## config.mk

```make
export PLATFORM = sky130hd
export DESIGN_NAME = bram_stream_reader
export DESIGN_NICKNAME = d
export VERILOG_FILES = /design/src/rtl/bram_stream_reader_pkg.sv /design/src/rtl/bram_stream_reader_skid_fifo2.sv /design/src/rtl/bram_stream_reader.sv
export SDC_FILE = /design/constraint.sdc
export NUM_CORES = 1
export LEC_CHECK = 0
export BUFFER_PORTS_ARGS = -buffer_cell sky130_fd_sc_hd__buf_2
export CORE_ASPECT_RATIO = 1.25
export CORE_MARGIN = 2
export CORE_UTILIZATION = 54
export CTS_BUF_LIST = sky130_fd_sc_hd__clkbuf_8
export CTS_CLUSTER_DIAMETER = 30
export DETAILED_ROUTE_END_ITERATION = 6
export MAX_ROUTING_LAYER = met4
export PLACE_DENSITY_LB_ADDON = 0.15
export SLEW_MARGIN = 5
export SYNTH_ARGS = -nofsm -noshare
export SYNTH_HDL_FRONTEND = slang
export SYNTH_HIERARCHICAL = 1
export SYNTH_SLANG_ARGS = --single-unit
```

## constraint.sdc

```tcl
create_clock -name clk -period 3.4 [get_ports clk]
set_clock_uncertainty 0.1 [all_clocks]
set_input_delay 0.34 -clock clk [delete_from_list [all_inputs] [get_ports clk]]
set_output_delay 0.34 -clock clk [all_outputs]
set_load 0.05 [all_outputs]
```

## src/rtl/bram_stream_reader_pkg.sv

```systemverilog
// Shared definitions for the BRAM stream reader: controller states, skid depth and the
// read-issue admission rule.
package bram_stream_reader_pkg;

  typedef enum logic [1:0] {
    ST_IDLE  = 2'd0,
    ST_RUN   = 2'd1,
    ST_DRAIN = 2'd2,
    ST_DONE  = 2'd3
  } state_e;

  localparam int SKID_DEPTH = 2;

  // A read may be issued only if its word will still have a skid slot when it lands.
  function automatic logic can_issue(logic [1:0] count, logic inflight, logic pop);
    logic [2:0] occ;
    // NOTE: blocking assignment is correct here: occ is a local temporary, not state.
    occ = {1'b0, count} + {2'b00, inflight} + 3'd1 - {2'b00, pop};
    return occ <= 3'(SKID_DEPTH);
  endfunction

endpackage

```

## src/rtl/bram_stream_reader_skid_fifo2.sv

```systemverilog
// Two-entry first-word-fall-through skid buffer holding {last, data} words between the
// ram read port and the output stream.
module bram_stream_reader_skid_fifo2 #(
  parameter int WIDTH = 9
) (
  input  logic             clk,
  input  logic             reset,
  input  logic             push_i,
  input  logic [WIDTH-1:0] data_i,
  input  logic             pop_i,
  input  logic             flush_i,
  output logic [WIDTH-1:0] data_o,
  output logic [1:0]       count_o
);

  logic [WIDTH-1:0] mem_q [2];
  logic             wr_ptr_q;
  logic             rd_ptr_q;
  logic [1:0]       count_q;
  logic             do_push;
  logic             do_pop;

  assign do_pop  = pop_i && (count_q != 2'd0);
  assign do_push = push_i && ((count_q != 2'd2) || do_pop);
  assign data_o  = mem_q[rd_ptr_q];
  assign count_o = count_q;

  always_ff @(posedge clk) begin
    if (reset || flush_i) begin
      wr_ptr_q <= 1'b0;
      rd_ptr_q <= 1'b0;
      count_q  <= 2'd0;
    end else begin
      if (do_push) wr_ptr_q <= ~wr_ptr_q;
      if (do_pop)  rd_ptr_q <= ~rd_ptr_q;
      case ({do_push, do_pop})
        2'b10:   count_q <= count_q + 2'd1;
        2'b01:   count_q <= count_q - 2'd1;
        default: ;
      endcase
    end
  end

  // NOTE: storage is deliberately not reset; count_q gates every read, so stale contents
  // are never observed and the array stays a plain register file.
  always_ff @(posedge clk) begin
    if (do_push) mem_q[wr_ptr_q] <= data_i;
  end

endmodule

```

## src/rtl/bram_stream_reader.sv

```systemverilog
// Walks a contiguous ram region on start and emits it as a valid/ready stream, tagging the
// final word; a two-entry skid buffer absorbs the one-cycle read latency under back-pressure.
module bram_stream_reader
  import bram_stream_reader_pkg::*;
#(
  parameter int ADDR_WIDTH = 9,
  parameter int DATA_WIDTH = 8
) (
  input  logic                  clk,
  input  logic                  reset,
  input  logic                  start,
  input  logic [ADDR_WIDTH-1:0] base_addr,
  input  logic [ADDR_WIDTH:0]   length,
  input  logic                  abort,
  output logic [ADDR_WIDTH-1:0] raddr,
  input  logic [DATA_WIDTH-1:0] rdata,
  output logic [DATA_WIDTH-1:0] out_data,
  output logic                  out_valid,
  input  logic                  out_ready,
  output logic                  out_last,
  output logic                  busy,
  output logic                  done
);

  localparam logic [ADDR_WIDTH-1:0] ADDR_ONE = ADDR_WIDTH'(1);
  localparam logic [ADDR_WIDTH:0]   CNT_ONE  = (ADDR_WIDTH + 1)'(1);

  state_e                state_q;
  logic [ADDR_WIDTH-1:0] raddr_q;
  logic [ADDR_WIDTH:0]   len_q;
  logic [ADDR_WIDTH:0]   issue_cnt_q;
  logic                  inflight_q;
  logic                  inflight_last_q;
  logic                  busy_q;
  logic                  done_q;

  logic [1:0]            skid_count;
  logic [DATA_WIDTH:0]   skid_head;
  logic                  pop;
  logic                  abort_active;
  logic                  issue;
  logic                  issue_last;

  assign pop          = out_valid && out_ready;
  assign abort_active = abort && ((state_q == ST_RUN) || (state_q == ST_DRAIN));
  assign issue_last   = (issue_cnt_q == len_q - CNT_ONE);
  assign issue        = (state_q == ST_RUN) && !abort && can_issue(skid_count, inflight_q, pop);

  always_ff @(posedge clk) begin
    if (reset) begin
      state_q         <= ST_IDLE;
      raddr_q         <= '0;
      len_q           <= '0;
      issue_cnt_q     <= '0;
      inflight_q      <= 1'b0;
      inflight_last_q <= 1'b0;
      busy_q          <= 1'b0;
      done_q          <= 1'b0;
    end else begin
      // The ram returns the issued word one cycle later; remember whether it is the last.
      inflight_q      <= issue;
      inflight_last_q <= issue && issue_last;
      done_q          <= 1'b0;
      if (issue) begin
        raddr_q     <= raddr_q + ADDR_ONE;
        issue_cnt_q <= issue_cnt_q + CNT_ONE;
      end
      case (state_q)
        ST_IDLE: begin
          if (start) begin
            busy_q <= 1'b1;
            if (length == '0) begin
              state_q <= ST_DONE;
              done_q  <= 1'b1;
            end else begin
              state_q     <= ST_RUN;
              raddr_q     <= base_addr;
              len_q       <= length;
              issue_cnt_q <= '0;
            end
          end
        end
        ST_RUN: begin
          if (abort) begin
            state_q <= ST_DONE;
            done_q  <= 1'b1;
          end else if (issue && issue_last) begin
            state_q <= ST_DRAIN;
          end
        end
        ST_DRAIN: begin
          if (abort || (pop && out_last)) begin
            state_q <= ST_DONE;
            done_q  <= 1'b1;
          end
        end
        ST_DONE: begin
          state_q <= ST_IDLE;
          busy_q  <= 1'b0;
        end
        default: state_q <= ST_IDLE;
      endcase
    end
  end

  bram_stream_reader_skid_fifo2 #(
    .WIDTH(DATA_WIDTH + 1)
  ) u_skid (
    .clk    (clk),
    .reset  (reset),
    .push_i (inflight_q),
    .data_i ({inflight_last_q, rdata}),
    .pop_i  (pop),
    .flush_i(abort_active),
    .data_o (skid_head),
    .count_o(skid_count)
  );

  assign raddr     = raddr_q;
  assign out_valid = (skid_count != 2'd0);
  assign out_data  = skid_head[DATA_WIDTH-1:0];
  assign out_last  = skid_head[DATA_WIDTH] && out_valid;
  assign busy      = busy_q;
  assign done      = done_q;

endmodule
```

==> key figures <==
Synth
  • Post-synth ARST share: 0
  • Syn_nets: 353
  • Post-Synth XOR/XNOR Area: 0.0826
  • Synth unique cells: 63
  • Post-Synthesis Cells: 311
  • Number of flops mapped to enable cells by yosys: 18
  • Avg Cell Area, Syn: 9.55 sq um
  • Mux share of post-synthesis cell area: 0.0493
  • Adder-cell share of the synthesized area: 0.0447
  • Number of synthesized register bits: 58
  • Simple-gate portion of the synthesized area: 0.210
  • Synthesis warning total: 6
  • Mapped Area: 2970 sq um
  • Largest family of logic cells by synthesized area: simple AND/OR/NAND/NOR gates
  • Synth Flop Type: dfxtp_1
  • Sequential area share after synthesis: 0.452
  • Compound-cell area share of the yosys netlist: 0.127

Power and ir drop
  • Power Density: 632 nW/um^2
  • Max IR drop VDD: 370 uV
  • Leakage: 0.00138 uW

Global route
  • GR Util All Layers: 0.211
  • Vias in the first global route: 2190
  • Total congestion overflow: 0
  • First-pass GRT wire length: 9.66 mm
  • Antenna violations before repair: 0
  • Pin count of the biggest net entering global routing: 26

Clocking
  • Post_cts resized: 0
  • Clk root buf: clkbuf_8
  • Reg clk slew, reported paths: 0.06 ns
  • Hold Buf Count CTS: 0
  • Total number of H-tree levels: 3
  • Post-CTS setup buffer count: 0
  • TritonCTS clock tree: built
  • CTS sink cnt: 58
  • CTS Buf Count: 9
  • Clk buf depth: 2
  • Worst skew pair latency: 0.34 ns

Setup path
  • Cells on worst reg2reg path: 11
  • Critical path, cell by cell: or2_2 > nand2_1 > fa_1 > inv_1 > ha_1 > nor3b_1 > o211a_1 > and2_1 > and4_2 > a21o_2 > a32o_1
  • Arrival @ worst endpoint: 2.97 ns
  • Worst setup SP type: flip-flop
  • Slowest-stage cell, CP: dfxtp_1
  • Crit path to: state_q[0]$_SDFFE_PP0P_
  • R2R Setup Slk: 0.55 ns
  • WP buf/inv: 1
  • CP Max Fanout: 8
  • Crit path capture type: flip-flop
  • Delay-heaviest family, CP: simple AND/OR/NAND/NOR gates
  • Crit path depth: 11
  • Crit path launch: u_skid/count_o[0]$_SDFFE_PP0P_
  • Critical path required time: 3.53 ns
  • Setup Crit Path Kind: reg2reg
  • Crit-path max cell delay: 0.51 ns
  • Reg2reg end: state_q[0]$_SDFFE_PP0P_
  • Reg2reg start: u_skid/count_o[0]$_SDFFE_PP0P_

Final layout
  • Synth-to-layout area growth: 15.9%
  • Multi-input logic area: 1530 sq um
  • Antenna diodes: 0
  • Fraction of layout cells with a size suffix above 1: 0.241
  • Layout net count: 407
  • Register area: 1340 sq um
  • Final Non-Filler Cells: 434
  • Filler cells: 481

Place
  • Placer Congestion: 0.842
  • DP Worst Slack: 0.548 ns
  • Placed cell count: 418
  • Input/output buffers: 52
  • DP Wirelength: 4.41 mm

Floorplanning
  • Number of I/O pins: 53
  • Initial Utilization: 0.553
  • Row cnt: 30
  • Core Region: 5370 sq um
  • Die X: 70.3 um
  • Die area: 6110 sq um
  • Chip height: 86.9 um

Detailed routing
  • DR vias: 2338
  • Post-Route WL: 5.77 mm
  • Remaining antenna violation count: 0
  • Via density: 5.39
  • Drt first pass iters: 4
  • Wirelength per Cell: 13.3 um
  • Initial DRC Count: 101
  • Residual DRC: 0

STA
  • Final-report hold violation count: 0
  • Slew Viols, Final: 0
  • Least-Margin Pin Slew: 0.788 ns
  • Setup TNS: 0 ns
  • Unrepaired setup endpoints after global routing: false
  • Tmin final: 2.85 ns
  • Fin crit share: 0.838
  • Setup ws final: 0.552 ns
  • # setup viols final: 0
  • Max_slew headroom: 0.472
  • Fmax: 351 MHz

Min path
  • Hold depth: 1
  • Worst hold path class: in2reg

Run status
  • Status: completed

Flow run
  • Max Cap Viol: 0
## flip-flops by register name (all words and copies together) (netlist names), named ones only
register / flops
busy: 1
done: 1
len_q: 10
u_skid/count_o: 2
state_q: 2
u_skid/rd_ptr_q: 1
u_skid/wr_ptr_q: 1
issue_cnt_q: 10
u_skid/mem_q: 18
raddr: 9
inflight_last_q: 1
inflight_q: 1
## cells in the final DEF, fill, tap and decap left out, types with 2 or more instances in the layout
cell,instances
mux2_2,9
o21ai_0,7
mux2i_1,3
or3_1,2
buf_4,2
inv_1,17
nand2b_1,2
a311oi_1,3
a21oi_1,19
clkbuf_8,11
a211oi_1,7
nor3_1,7
and2_1,5
a31oi_1,4
nand4_1,7
nor2_1,36
nor4_1,3
dfxtp_1,40
nand3_1,6
and2b_2,2
ha_1,9
nand2_1,36
xnor2_1,13
edfxtp_1,18
buf_2,52
xor2_1,15
## synth_stat cells, drive strengths merged, types with 4 or more instances
library cell	n	share of area
a211oi	7	0.018
a21oi	19	0.032
a31oi	4	0.0084
and2	7	0.016
buf	6	0.012
clkbuf	5	0.0063
dfxtp	40	0.27
edfxtp	18	0.18
ha	9	0.038
inv	13	0.016
mux2	10	0.039
nand2	36	0.046
nand3	6	0.010
nand4	7	0.015
nor2	36	0.046
nor3	7	0.012
o21ai	8	0.013
xnor2	13	0.038
xor2	15	0.044
## power by group
part / switching (uW) / internal [uW]
logic: 465 / 282
clock network: 251 / 291
registers: 89.3 / 797
## worst min-delay path by stage
stage / from / endpoint / slack [ns]
floorplan: inflight_last_q$_SDFF_PP0_ / u_skid/mem_q[0][8]$_DFFE_PP_ / 0.30
detailed placement: inflight_last_q$_SDFF_PP0_ / u_skid/mem_q[1][8]$_DFFE_PP_ / 0.32
global route: rdata[0] / u_skid/mem_q[0][0]$_DFFE_PP_ / 0.1
global placement: inflight_last_q$_SDFF_PP0_ / u_skid/mem_q[1][8]$_DFFE_PP_ / 0.31
finish: rdata[2] / u_skid/mem_q[1][2]$_DFFE_PP_ / 0.09
CTS: rdata[2] / u_skid/mem_q[0][2]$_DFFE_PP_ / 0.09
## metrics by stage
stage	util	hold WS (ns)	cell area, sq um	total power, uW
after floorplan	-	0.304	2970	1480
after global placement	0.609	0.306	3270	1640
after detailed placement	0.609	0.320	3270	1650
after CTS	0.641	0.0897	3440	2190
after global routing	0.641	0.0955	3440	2310
final	0.641	0.0945	3440	2180
## area by class of cell
| cell class | instances | share of cell area |
|---|---|---|
| Multi-Input combinational cell | 229 | 0.443 |
| Sequential cell | 58 | 0.390 |
| Timing Repair Buffer | 54 | 0.0800 |
| Clock buffer | 11 | 0.0440 |
| Tap cell | 64 | 0.0233 |
| Inverter | 13 | 0.0142 |
| Clock inverter | 5 | 0.00545 |
## cells by family after synthesis
kind of cell,after synthesis
and+or+nand+nor,123
DFF,58
AOI/OAI and AO/OA,55
xor gates and xnor gates,28
buffers and inverters,24
muxes,13
adders and majority gates,10
## layer usage
metal | up-vias | part of all wire | GRT usage
met5 | - | 0 | -
met4 | 0 | 0.020 | 0.0944
met3 | 11 | 0.054 | 0.0509
met2 | 56 | 0.48 | 0.346
met1 | 1061 | 0.44 | 0.246
li1 | 1210 | - | -
Power figures use the tool's default switching activity.
